==> src/rtl/acm_pkg.sv <==
// rtl/acm_pkg.sv - shared encodings for the accumulator scheduler
package acm_pkg;

  localparam logic [1:0] CMD_ACC  = 2'b00;
  localparam logic [1:0] CMD_LOAD = 2'b01;
  localparam logic [1:0] CMD_CLR  = 2'b10;
  localparam logic [1:0] CMD_READ = 2'b11;

  localparam logic [2:0] ALU_ADD = 3'b000;

  localparam int FLAG_C = 0;
  localparam int FLAG_Z = 1;
  localparam int FLAG_N = 2;

  typedef enum logic [1:0] {
    ST_IDLE  = 2'd0,
    ST_GRANT = 2'd1,
    ST_EXEC  = 2'd2,
    ST_RESP  = 2'd3
  } state_t;

endpackage

==> src/rtl/rr_arbiter.sv <==
// rtl/rr_arbiter.sv - combinational round-robin pick: first request at or after ptr, wrapping
module rr_arbiter #(
  parameter  int REQ = 4,
  localparam int IW  = $clog2(REQ)
) (
  input  logic [REQ-1:0] req,
  input  logic [IW-1:0]  ptr,
  output logic [REQ-1:0] grant,
  output logic [IW-1:0]  idx,
  output logic           any
);

  always_comb begin
    int c;
    grant = '0;
    idx   = '0;
    any   = 1'b0;
    c     = 0;
    for (int k = 0; k < REQ; k++) begin
      c = int'(ptr) + k;
      if (c >= REQ) c = c - REQ;
      if (!any && req[c]) begin
        any      = 1'b1;
        idx      = IW'(c);
        grant[c] = 1'b1;
      end
    end
  end

endmodule

==> src/rtl/acc_scheduler.sv <==
// rtl/acc_scheduler.sv - shares one external ALU among REQ requesters with private accumulators
module acc_scheduler
  import acm_pkg::*;
#(
  parameter  int N   = 6,
  parameter  int REQ = 4,
  localparam int IW  = $clog2(REQ)
) (
  input  logic             clock,
  input  logic             reset,
  input  logic [REQ-1:0]   req_valid,
  input  logic [2*REQ-1:0] req_cmd,
  input  logic [3*REQ-1:0] req_op,
  input  logic [N*REQ-1:0] req_data,
  output logic [REQ-1:0]   req_ready,
  output logic [2:0]       alu_op,
  output logic [N-1:0]     alu_a,
  output logic [N-1:0]     alu_b,
  input  logic [N-1:0]     alu_y,
  input  logic [2:0]       alu_flags,
  output logic             resp_valid,
  input  logic             resp_ready,
  output logic [IW-1:0]    resp_id,
  output logic [N-1:0]     resp_data,
  output logic [2:0]       resp_flags,
  output logic             busy
);

  state_t          state;
  logic [N-1:0]    acc [REQ];
  logic [IW-1:0]   ptr;
  logic [IW-1:0]   win;
  logic [1:0]      cmd_q;
  logic [N-1:0]    data_q;
  logic [REQ-1:0]  arb_grant;
  logic [IW-1:0]   arb_idx;
  logic            arb_any;
  logic [1:0]      win_cmd;
  logic [2:0]      win_op;
  logic [N-1:0]    win_data;

  rr_arbiter #(.REQ(REQ)) u_arb (
    .req   (req_valid),
    .ptr   (ptr),
    .grant (arb_grant),
    .idx   (arb_idx),
    .any   (arb_any)
  );

  assign win_cmd  = req_cmd[2*win +: 2];
  assign win_op   = req_op[3*win +: 3];
  assign win_data = req_data[N*win +: N];
  assign busy     = (state != ST_IDLE);

  always_ff @(posedge clock) begin
    if (reset) begin
      state      <= ST_IDLE;
      ptr        <= '0;
      win        <= '0;
      cmd_q      <= CMD_ACC;
      data_q     <= '0;
      req_ready  <= '0;
      alu_op     <= ALU_ADD;
      alu_a      <= '0;
      alu_b      <= '0;
      resp_valid <= 1'b0;
      resp_id    <= '0;
      resp_data  <= '0;
      resp_flags <= '0;
      for (int i = 0; i < REQ; i++) acc[i] <= '0;
    end else begin
      case (state)
        ST_IDLE: begin
          if (arb_any) begin
            win       <= arb_idx;
            req_ready <= arb_grant;
            state     <= ST_GRANT;
          end
        end
        ST_GRANT: begin
          req_ready <= '0;
          // A winner that withdrew leaves the pointer alone so it re-arbitrates from the same place.
          if (req_valid[win]) begin
            cmd_q  <= win_cmd;
            data_q <= win_data;
            ptr    <= (int'(win) == REQ - 1) ? '0 : win + IW'(1);
            if (win_cmd == CMD_ACC) begin
              alu_op <= win_op;
              alu_a  <= win_data;
              alu_b  <= acc[win];
            end
            state <= ST_EXEC;
          end else begin
            state <= ST_IDLE;
          end
        end
        ST_EXEC: begin
          resp_valid <= 1'b1;
          resp_id    <= win;
          resp_flags <= '0;
          case (cmd_q)
            CMD_ACC: begin
              acc[win]   <= alu_y;
              resp_data  <= alu_y;
              resp_flags <= alu_flags;
            end
            CMD_LOAD: begin
              acc[win]  <= data_q;
              resp_data <= data_q;
            end
            CMD_CLR: begin
              acc[win]  <= '0;
              resp_data <= '0;
            end
            default: resp_data <= acc[win];
          endcase
          alu_op <= ALU_ADD;
          alu_a  <= '0;
          alu_b  <= '0;
          state  <= ST_RESP;
        end
        ST_RESP: begin
          if (resp_ready) begin
            resp_valid <= 1'b0;
            state      <= ST_IDLE;
          end
        end
        default: state <= ST_IDLE;
      endcase
    end
  end

endmodule

==> config.mk <==
export PLATFORM = sky130hd
export DESIGN_NAME = acc_scheduler
export DESIGN_NICKNAME = d
export VERILOG_FILES = /design/src/rtl/acm_pkg.sv /design/src/rtl/rr_arbiter.sv /design/src/rtl/acc_scheduler.sv
export SDC_FILE = /design/constraint.sdc
export NUM_CORES = 1
export LEC_CHECK = 0
export BUFFER_PORTS_ARGS = -buffer_cell sky130_fd_sc_hd__buf_2
export CAP_MARGIN = 25
export CORE_ASPECT_RATIO = 0.8
export CORE_MARGIN = 1.5
export CORE_UTILIZATION = 48
export DETAILED_ROUTE_END_ITERATION = 6
export PLACE_DENSITY = 0.82
export SYNTH_ARGS = -nofsm -noshare
export SYNTH_HDL_FRONTEND = slang
export SYNTH_SLANG_ARGS = --single-unit
==> constraint.sdc <==
create_clock -name clock -period 2.65 [get_ports clock]
set_clock_uncertainty 0.05 [all_clocks]
set_input_delay 0.265 -clock clock [delete_from_list [all_inputs] [get_ports clock]]
set_output_delay 0.265 -clock clock [all_outputs]
set_load 0.005 [all_outputs]
==> metrics <==
crit path time final 2350 ps; Worst Path Max Fanout 9; WP data required 2840 ps; total core area 7390 um^2; fmax 426 MHz; Cell variety after synth 41; vias 3080; met1 WL 4.00 mm; number of remaining DRC errors 0; Slew HR 48.8%; dpl ws 203 ps; row cnt 28; syn nets 424; WL final 9.04 mm; fin nets 508; final max-slew violation count 0; synthesized flop and latch total 71; DRT iter0 DRCs 277; Area Overhead vs Synth 20.9%; first-pass GRT wire length 14.5 mm; Setup crit end kind flip-flop; CTS Buf Count 9; initial antenna violation count 0; highest metal used met4; CTS tree yes; Die ar. 8150 um^2; top cell family by delay on the critical path multiplexers; largest net degree at the start of global routing 27; syn avg cell area 10.2 um^2; FFs w/ async S/R, synth 0%; # hold bufs at CTS 0; cell count after synthesis 358; Tot GR Track Use 23.5%; Port-buffer cells 91; clk sinks 71; Hold Vio Cnt, Final 0; Worst EP arrival 2540 ps; utilization after layout 59.7%; crit path launch type flip-flop; ratio of cells with drive above 1 in the final layout 35.3%; Routed Antenna Nets 0; max cap viols 0; Vias/cell 5.58; RePlAce Congestion 0.857; met2 WL 4.25 mm; Hold Path Depth 2; Worst-path clk slew 80 ps; Top-Level Pins 92; CTS H-tree lvls 3; Worst Max-Slew Pin Slew 761 ps; area of the mapped netlist 3650 um^2; Ant. Diodes 0; Hold WS 64.9 ps; gr ovfl total 0; PwrDens 646 nW/um^2; Seq/Total Area, Yosys 45.5%; worst setup margin 302 ps; number of enable flip-flop cells after synthesis 24; worst reg2reg path depth 6; critical path buffer and inverter count 1; clock buffer depth 2; RSZ-0062 raised after global routing false; critical path type flip-flop to flip-flop; Clock Latency Late Sink 360 ps; main flop type after synthesis dfxtp_1; crit-path cells inv_1 > ha_1 > mux4_2 > and2b_1 > nor2_1 > o311a_1; peak supply drop 0.000302 V; die width 101 um; Leakage Power 1.85 nW; setup TNS 0 ps; Root Buffer clkbuf_8; Pre-antenna DRT Iters 5; met3 WL post-DR 632 um; Stages on worst setup path 6; HPWL Detailed 6.81 mm; CP max stage delay 580 ps; Die Span Y 81.0 um; vias in the first global route 2992; YS warnings 0; Final Cycle Share 88.6%; Slowest-stage cell, CP mux4_2; DR WL/cell 16.4 um; setup violators final 0; Initial Util 49.4%; status complete, no violations; min-delay worst type input pin to flip-flop
-- synth_stat cells (all sizes together), types with 4 or more instances --
master	instances	area (um^2)
dfxtp	47	941
nor2	46	173
nand2	45	171
a21oi	32	160
edfxtp	24	721
mux4	22	495
clkbuf	17	63.8
mux2	12	135
buf	11	65.1
inv	11	41.3
mux2i	11	110
nor3	11	60.1
nand2b	9	56.3
o21ai	9	45.0
a221oi	8	70.1
nand3	7	40.0
ha	6	75.1
nor2b	4	25.0
-- routing by layer --
layer / global-route usage, % / vias to the layer above
met5: 0 / -
met4: 8.31 / 0
met3: 6.37 / 15
met2: 37.6 / 136
met1: 31.1 / 1458
li1: - / 1471
-- sequential cells by signal (all words and copies together) (netlist names), named ones only --
name	flops
ptr	2
win	2
cmd_q	2
resp_valid	1
acc	24
alu_b	6
alu_op	3
resp_flags	3
data_q	6
alu_a	6
req_ready	4
resp_data	6
state	1
resp_id	2
-- power by group --
| group | internal [mW] | total [mW] | leakage (nW) | switching, mW |
|---|---|---|---|---|
| logic | 0.308 | 0.626 | 1.11 | 0.318 |
| clock network | 0.542 | 0.950 | 0.118 | 0.407 |
| registers | 1.20 | 1.28 | 0.631 | 0.0805 |
-- cell type report --
cell class | count | area, um^2
flip-flops and latches | 71 | 1660
repair buffers | 101 | 531
fillers | 613 | 2980
clock buffers | 12 | 176
clock inverters | 4 | 47.5
multi-input cells | 248 | 1830
well taps | 105 | 131
inverters | 11 | 41.3
-- path summary, 6_finish.rpt --
path / slack (ps) / to / from
worst max-delay path: 300 / win[0] / ptr[1]
worst min-delay path: 60 / resp_flags[1] / alu_flags[1]
worst max register to register: 300 / win[0] / ptr[1]
worst min register to register: 410 / alu_b[3] / alu_b[3]
-- cells by family after synthesis --
kind of cell	after synthesis	synth area share, %
AND/OR/NAND/NOR	132	16.3
flip-flops	71	45.5
AO/OA/AOI/OAI	65	11.3
multiplexers	45	20.3
buffers and inverters	39	4.66
adder cells (fa/ha/maj)	6	2.05
-- layout by cell type, fill, tap and decap left out, drive strengths merged, types with 4 or more instances in the layout --
cell type and n:
mux4 22, mux2 12, nor2b 4, ha 6, nor2 46, nor3 11
nand2b 9, dfxtp 47, edfxtp 24, nand2 45, mux2i 11, clkbuf 12
buf 101, o21ai 9, a21oi 32, inv 13, nand3 7, a221oi 8
-- repair_timing --
action	CTS	global route
setup endpoints to repair	0	3
hold endpoints to repair	0	0
resized for setup	0	2
buffers inserted	0	0
-- per-stage QoR --
| stage | std cells | area [um^2] | total power, mW |
|---|---|---|---|
| 2_1_floorplan | 358 | 3650 | 1.72 |
| 6_report | 552 | 4420 | 2.86 |
| 3_5_place_dp | 536 | 4190 | 1.92 |
| 3_3_place_gp | 536 | 4190 | 1.91 |
| 5_1_grt | 552 | 4420 | 2.98 |
| 4_1_cts | 552 | 4410 | 2.87 |
No activity file was read; power rests on OpenSTA's default activity.
